**src/rtl/i2s_pkg.sv**
```systemverilog
// Shared I2S types and constants used by the receive (and transmit) cores.
package i2s_pkg;

    // Default number of bits captured per channel.
    localparam int I2S_SAMPLE_BITS_DEFAULT = 16;

    // Receiver framing state: SYNC waits for the first WS transition, RUN captures words.
    typedef enum logic {
        SYNC = 1'b0,
        RUN  = 1'b1
    } rx_state_t;

    // Stereo pair as exchanged with the transmitter: left in the upper half.
    typedef struct packed {
        logic [15:0] left;
        logic [15:0] right;
    } i2s_pair_t;

endpackage

```
**src/rtl/i2s_sync.sv**
```systemverilog
// Parameterised-width two-flop synchroniser for asynchronous single-bit inputs.
module i2s_sync #(
    parameter int WIDTH = 1
) (
    input  logic             clk_i,
    input  logic             rst_i,
    input  logic [WIDTH-1:0] async_i,
    output logic [WIDTH-1:0] sync_o
);

    logic [WIDTH-1:0] r_meta;
    logic [WIDTH-1:0] r_sync;

    // Two back-to-back flops give metastability time before the value is used.
    always_ff @(posedge clk_i) begin
        if (rst_i) begin
            r_meta <= '0;
            r_sync <= '0;
        end else begin
            r_meta <= async_i;
            r_sync <= r_meta;
        end
    end

    assign sync_o = r_sync;

endmodule

```
**src/rtl/i2s_rx.sv**
```systemverilog
// I2S slave receiver: oversamples BCLK/WS/SD in the system clock domain,
// deserialises MSB-first left/right words and emits {left, right} pairs on a
// valid/ready stream, flagging dropped pairs and short words.
module i2s_rx
    import i2s_pkg::*;
#(
    parameter int SAMPLE_BITS = I2S_SAMPLE_BITS_DEFAULT
) (
    input  logic                     clk_i,
    input  logic                     rst_i,
    input  logic                     i2s_bclk_i,
    input  logic                     i2s_ws_i,
    input  logic                     i2s_data_i,
    output logic [2*SAMPLE_BITS-1:0] sample_o,
    output logic                     sample_valid_o,
    input  logic                     sample_ready_i,
    output logic                     overflow_o,
    output logic                     len_err_o
);

    localparam int CW = $clog2(SAMPLE_BITS + 1);
    localparam logic [CW-1:0] FULL = CW'(SAMPLE_BITS);

    logic [2:0]             w_sync;
    logic                   w_bclk_s;
    logic                   w_ws_s;
    logic                   w_sd_s;
    logic                   w_edge;
    logic                   w_transition;
    logic                   w_take;
    logic [CW-1:0]          w_cnt_next;
    logic [SAMPLE_BITS-1:0] w_shift_next;
    logic                   w_word_end;
    logic                   w_short;
    logic                   w_pair_done;

    logic                     r_bclk_d;
    logic                     r_ws_prev;
    rx_state_t                r_state;
    logic [CW-1:0]            r_cnt;
    logic [SAMPLE_BITS-1:0]   r_shift;
    logic [SAMPLE_BITS-1:0]   r_left;
    logic                     r_left_valid;
    logic [2*SAMPLE_BITS-1:0] r_sample;
    logic                     r_valid;
    logic                     r_overflow;
    logic                     r_len_err;

    // All three bus lines share one synchroniser so they stay aligned to each other.
    i2s_sync #(
        .WIDTH(3)
    ) u_sync (
        .clk_i  (clk_i),
        .rst_i  (rst_i),
        .async_i({i2s_data_i, i2s_ws_i, i2s_bclk_i}),
        .sync_o (w_sync)
    );

    assign w_bclk_s = w_sync[0];
    assign w_ws_s   = w_sync[1];
    assign w_sd_s   = w_sync[2];

    // Rising BCLK is the only moment WS/SD are meaningful; a WS change there ends a word.
    assign w_edge       = w_bclk_s & ~r_bclk_d;
    assign w_transition = w_edge & (w_ws_s != r_ws_prev);

    // Bits beyond SAMPLE_BITS in a slot are padding, so the counter saturates.
    assign w_take       = (r_cnt < FULL);
    assign w_cnt_next   = w_take ? (r_cnt + 1'b1) : r_cnt;
    assign w_shift_next = w_take ? {r_shift[SAMPLE_BITS-2:0], w_sd_s} : r_shift;

    // The transition edge still carries the LSB of the ending word, hence the *_next values.
    assign w_word_end  = (r_state == RUN) & w_transition;
    assign w_short     = w_word_end & (w_cnt_next < FULL);
    assign w_pair_done = w_word_end & ~w_short & r_ws_prev & r_left_valid;

    // Framing FSM plus word assembly: counter, shift register and left holding register.
    always_ff @(posedge clk_i) begin
        if (rst_i) begin
            r_bclk_d     <= 1'b0;
            r_ws_prev    <= 1'b0;
            r_state      <= SYNC;
            r_cnt        <= '0;
            r_shift      <= '0;
            r_left       <= '0;
            r_left_valid <= 1'b0;
        end else begin
            r_bclk_d <= w_bclk_s;
            if (w_edge) begin
                r_ws_prev <= w_ws_s;
                case (r_state)
                    SYNC: begin
                        if (w_transition) begin
                            r_state <= RUN;
                            r_cnt   <= '0;
                            r_shift <= '0;
                        end
                    end
                    RUN: begin
                        if (w_transition) begin
                            r_cnt   <= '0;
                            r_shift <= '0;
                            if (w_short) begin
                                if (!r_ws_prev) begin
                                    r_left_valid <= 1'b0;
                                end
                            end else if (!r_ws_prev) begin
                                r_left       <= w_shift_next;
                                r_left_valid <= 1'b1;
                            end else if (r_left_valid) begin
                                r_left_valid <= 1'b0;
                            end
                        end else begin
                            r_cnt   <= w_cnt_next;
                            r_shift <= w_shift_next;
                        end
                    end
                    default: r_state <= SYNC;
                endcase
            end
        end
    end

    // Output stage: a pending pair is never overwritten; a new pair either loads or is dropped.
    always_ff @(posedge clk_i) begin
        if (rst_i) begin
            r_sample   <= '0;
            r_valid    <= 1'b0;
            r_overflow <= 1'b0;
            r_len_err  <= 1'b0;
        end else begin
            r_overflow <= 1'b0;
            r_len_err  <= w_short;
            if (r_valid && sample_ready_i) begin
                r_valid <= 1'b0;
            end
            if (w_pair_done) begin
                if (!r_valid || sample_ready_i) begin
                    r_sample <= {r_left, w_shift_next};
                    r_valid  <= 1'b1;
                end else begin
                    r_overflow <= 1'b1;
                end
            end
        end
    end

    assign sample_o       = r_sample;
    assign sample_valid_o = r_valid;
    assign overflow_o     = r_overflow;
    assign len_err_o      = r_len_err;

endmodule

```
**config.mk**
```make
export PLATFORM = sky130hd
export DESIGN_NAME = i2s_rx
export DESIGN_NICKNAME = d
export VERILOG_FILES = /design/src/rtl/i2s_pkg.sv /design/src/rtl/i2s_sync.sv /design/src/rtl/i2s_rx.sv
export SDC_FILE = /design/constraint.sdc
export NUM_CORES = 1
export LEC_CHECK = 0
export CAP_MARGIN = 0
export CORE_MARGIN = 8
export CORE_UTILIZATION = 40
export DETAILED_ROUTE_END_ITERATION = 16
export PLACE_DENSITY_LB_ADDON = 0.25
export SKIP_CTS_REPAIR_TIMING = 1
export SYNTH_ARGS = -nofsm -noshare
export SYNTH_HDL_FRONTEND = slang
export SYNTH_SLANG_ARGS = --single-unit
```
**constraint.sdc**
```tcl
create_clock -name clk_i -period 1.6 [get_ports clk_i]
set_input_delay 0.32 -clock clk_i [delete_from_list [all_inputs] [get_ports clk_i]]
set_output_delay 0.32 -clock clk_i [all_outputs]
set_load 0.05 [all_outputs]
```
---- Yosys cells after proc, flatten, opt, wreduce, memory -nomap -nowiden ----
Cells that the tools add are included.
operators by class
  reductions and logical operators ........ 8
  eq/ne operators ......................... 3
  order comparisons ....................... 2
  muxes and demuxes ....................... 17
  bitwise operators ....................... 12
  add/sub/neg operators ................... 1
operators by type and width
  cell                                         count
  two-way mux 16 bit                           3
  one-hot mux 16 bit (2 select lines)          1
  two-way mux 5 bit                            3
  < comparator 5 bit, second input constant    2
  one-hot mux 5 bit (2 select lines)           1
  two-way mux 1 bit                            9
  AND 1 bit                                    7
  adder 5 x 1 -> 5 bit, second input constant  1
  NOT 1 bit                                    5
  AND reduction 5 bit                          1
  != test 2 bit, second input constant         2
  AND reduction 2 bit                          2
  AND reduction 4 bit                          1
  OR reduction 2 bit                           1
  logical AND 1 bit                            1
  logical NOT 1 bit                            1
  logical OR 1 bit                             1
  != test 1 bit                                1
word-level totals
  register bits after elaboration ......... 82
  output and inout port bits .............. 35

---- Depth between registers and ports, before layout ----
  depth after elaboration ................. 11
  gate-level depth with buffers ........... 7

---- By module ----
From an unflattened synthesis, not the netlist that was laid out.
second synthesis, totals
  cells, all modules ...................... 322
  area total of the unflattened synthesis .. 3437.0 sq um
by module, submodules not included
  module    instances  cells an instance  area each (sq um)  seq. area each (sq um)
  i2s_rx    1          310                3279.4             1521.5
  i2s_sync  1          12                 157.7              120.1

---- Worst setup path after synthesis ----
OpenSTA, ideal clock, no wires.
  path type ............................... reg-to-reg
  from .................................... reg r_cnt[0]
  to ...................................... reg r_left[10]
  slack ................................... 44 ps
  buffers on the path ..................... 3
  library setup time ...................... 72 ps
  arrival ................................. 1485 ps
  cell stages (with the launch flop) ...... 8
  period minus slack after synthesis ...... 1556 ps
  cell sequence ........................... dfxtp_1 > ha_1 > a31o_2 > buf_4 > nand3b_1 > buf_4 > buf_6 > mux2i_1
between the ends
  cells in the longest elaborated chain, start to end .. 6
RTL lines
  element                                                            line                        RTL
  start, declared                                                    i2s_rx.sv:40                logic [CW-1:0] r_cnt;
  start signal, assigned                                             i2s_rx.sv:114               r_cnt <= w_cnt_next;
  adder 5 x 1 -> 5 bit / < comparator 5 bit (equally long branches)  i2s_rx.sv:69, i2s_rx.sv:68
  two-way mux 5 bit                                                  i2s_rx.sv:69                assign w_cnt_next = w_take ? (r_cnt + 1'b1) : r_cnt;
  < comparator 5 bit                                                 i2s_rx.sv:74                assign w_short = w_word_end & (w_cnt_next < FULL);
  AND 1 bit                                                          i2s_rx.sv:74
  NOT 1 bit (no line)                                                --
  AND reduction 5 bit (no line)                                      --
  end signal, assigned                                               i2s_rx.sv:108               r_left <= w_shift_next;
  end, declared                                                      i2s_rx.sv:42                logic [SAMPLE_BITS-1:0] r_left;
Parallel ways exist; a longest one is shown, timed or not.
A chain may end at the register's enable or synchronous reset.

---- Worst setup path in the final report ----
  from .................................... reg r_cnt[0]
  to ...................................... reg r_left[0]
The elaborated chain is that of the path after synthesis.

==> results.toml <==
[status]
status = "finished, final reports clean"

[floorplanning]
rows = 34
die_x_um = 109
start_util_pct = 40.3
fp.dieH_um = 109
core_region_area_um2 = 8550
die_area_um2 = 11800
ios = 41

[sta]
finalSetupViolCount = 0
tightest_slew_ns = 0.488
fmax_ghz = 0.663
slew_viol_final = 0
hold_viol_final = 0
finalSetupTns_ns = 0
fin_worst_skew_ns = 0.0101
min_period_ns = 1.51
min_period_over_period_pct = 94.3
relSlewSlack_pct = 67.4
whs_ns = 0.431

[setup_path]
critPathArrivalTime_ns = 1.79
crit_path_start_kind = "flip-flop"
cpLargestDelayFamily = "flip-flops"
cp-end-kind = "flip-flop"
slowest_stage = "dfxtp_1"
ff2ff_setup_slack_ns = 0.09
crit_fanout = 16
cp.required_ns = 1.88
path_class = "flip-flop to flip-flop"
path_buf_inv = 1
worstPathCellList = "ha_1 > a31o_4 > nand3b_1 > buf_12 > mux2i_1"
max_stage_delay_ns = 0.34

[global_route]
grt_max_degree = 52
grt_overflow = 0
grt_pass1_vias = 2247
grt_antenna_before_repair = 0
grt_pass1_wl_um = 10600
grt_usage_pct = 11.3

[pwr]
power_uw = 3690
p_leak_uw = 0.00175
peakVddDrop_mv = 0.557
p_per_area_nw_per_um2 = 892

[cells_and_area]
final_cell_mix = "dfxtp_1, nand2b_1, mux2i_1"
diodes = 0
seqCellArea_um2 = 1640
multi_input_area_um2 = 1670
nets = 370
final.fill_count = 800
drive_above_1_share_pct = 23.1
final_common_cell = "dfxtp_1"
areaGrowthSynthToFinish_pct = 20.0
design_area_um2 = 4140

[placement]
io_buffer_count = 40
dpl_cell_area_um2 = 3920
globalplace.congestion = 0.753
dp_hpwl_um = 4240

[clocking]
cts_buffers = 9
h-tree-depth = 3
cts_root_buf = "clkbuf_8"
clk_pin_slew_ns = 0.08
clockBufferDepth = 2
clk_latency_ns = 0.35
cts_tree = "yes"
cts.sinks = 82

[yosys]
synth_edf_count = 0
synth_top_area_share_pct = 47.6
ys_top_cells_by_area = "dfxtp_1, mux2i_1, nand2b_1"
async_flop_share_pct = 0
syn-mean-instance-area_um2 = 10.7
yosys_warnings = 0
synth_cell_types = 36
synthCells = 322
ys_seq_area_share_pct = 47.6
ys.flop_type = "dfxtp_1"
netlist.top_cell.by_area = "dfxtp_1"
synth_seq_cells = 82
synth_area_um2 = 3450
synth_fp_nets = 329

[route]
antenna_left = 0
num_vias = 2294
routed_wl_um = 6290
drt_iter0_markers = 64
wl_per_cell_um = 13.2
route.detailed.drc = 0
dr.pass1.iters = 4
viasPerCell = 4.82

[run]
maxCapViolations = 0

[min_path]
hp-class = "input port to flip-flop"
through the flow:
| step | utilization [%] | setup WS (ns) | std cells |
|---|---|---|---|
| CTS | 48.3 | 0.0433 | 476 |
| finish | 48.4 | 0.0914 | 476 |
| global placement | 45.8 | 0.0207 | 460 |
| detailed placement | 45.8 | -0.0113 | 460 |
| floorplan | - | 0.0436 | 322 |
| global route | 48.4 | -0.0138 | 476 |
where the power goes:
group / switching [uW] / total, uW / internal (uW) / leakage [uW]
Sequential: 6.88 / 2050 / 2050 / 0.000662
Clock: 757 / 1540 / 779 / 0.000103
Combinational: 44.8 / 99.9 / 55.1 / 0.000980
layer usage:
metal	wire, um	GRT usage, %
met1	3050	13.4
met2	2790	17.7
met3	340	4.31
met4	106	5.28
met5	0	0
cell families after synthesis:
group                    after synthesis  share of synthesized area (%)
AND/OR/NAND/NOR                      114                           22.1
flip-flops                            82                           47.6
multiplexers                          64                           18.6
AO/OA/AOI/OAI                         35                           6.79
buffers and inverters                 25                           4.07
XOR/XNOR                               1                          0.472
adder cells (fa/ha/maj)                1                          0.363
Yosys cell counts, types with 2 or more instances:
cell type  instances
dfxtp_1           82
nor2b_1            9
o21bai_1           2
o22ai_1           15
or3_1              2
buf_6              4
and3b_1            2
nand3b_1           2
nand4_4            2
a211oi_1           2
o21ai_0            3
clkbuf_1          10
a21oi_1            6
nand2b_1          68
nand2_1            2
o32ai_1            3
and4b_1            2
buf_4              4
inv_1              5
or2_2             16
mux2i_1           64
nand3_1            3
final timing paths:
check / startpoint / cells past startpoint / endpoint
hold reg to reg: u_sync.r_meta[1]$_SDFF_PP0_ / 1 / u_sync.sync_o[1]$_SDFF_PP0_
hold / removal: rst_i / 3 / u_sync.sync_o[2]$_SDFF_PP0_
setup / recovery: r_cnt[0]$_SDFFE_PP0P_ / 5 / r_left[0]$_SDFFE_PP0P_
setup reg to reg: r_cnt[0]$_SDFFE_PP0P_ / 5 / r_left[0]$_SDFFE_PP0P_
flip-flops by register name (all words and copies together), names as in the netlist:
| name | flops |
|---|---|
| overflow_o | 1 |
| r_cnt | 5 |
| r_left_valid | 1 |
| u_sync.sync_o | 3 |
| r_ws_prev | 1 |
| r_state | 1 |
| r_shift | 16 |
| sample_o | 32 |
| r_left | 16 |
| u_sync.r_meta | 3 |
| r_bclk_d | 1 |
| sample_valid_o | 1 |
| len_err_o | 1 |
worst reg2reg max path: cells and delay by family, from the launching register on:
family	cells	cell delay (ns)
AO/OA/AOI/OAI	1	0.31
multiplexers	1	0.20
adder cells (fa/ha/maj)	1	0.26
AND/OR/NAND/NOR	1	0.15
flip-flops	1	0.34
buffers and inverters	1	0.19
layout make-up:
cell class / count / area share, %
well taps: 108 / 3.27
inverters: 5 / 0.454
flip-flops and latches: 82 / 39.7
clock inverters: 6 / 1.75
repair buffers: 50 / 11.1
multi-input cells: 215 / 40.4
clock buffers: 10 / 3.33
Note: power is estimated with default switching activity, not from simulation.
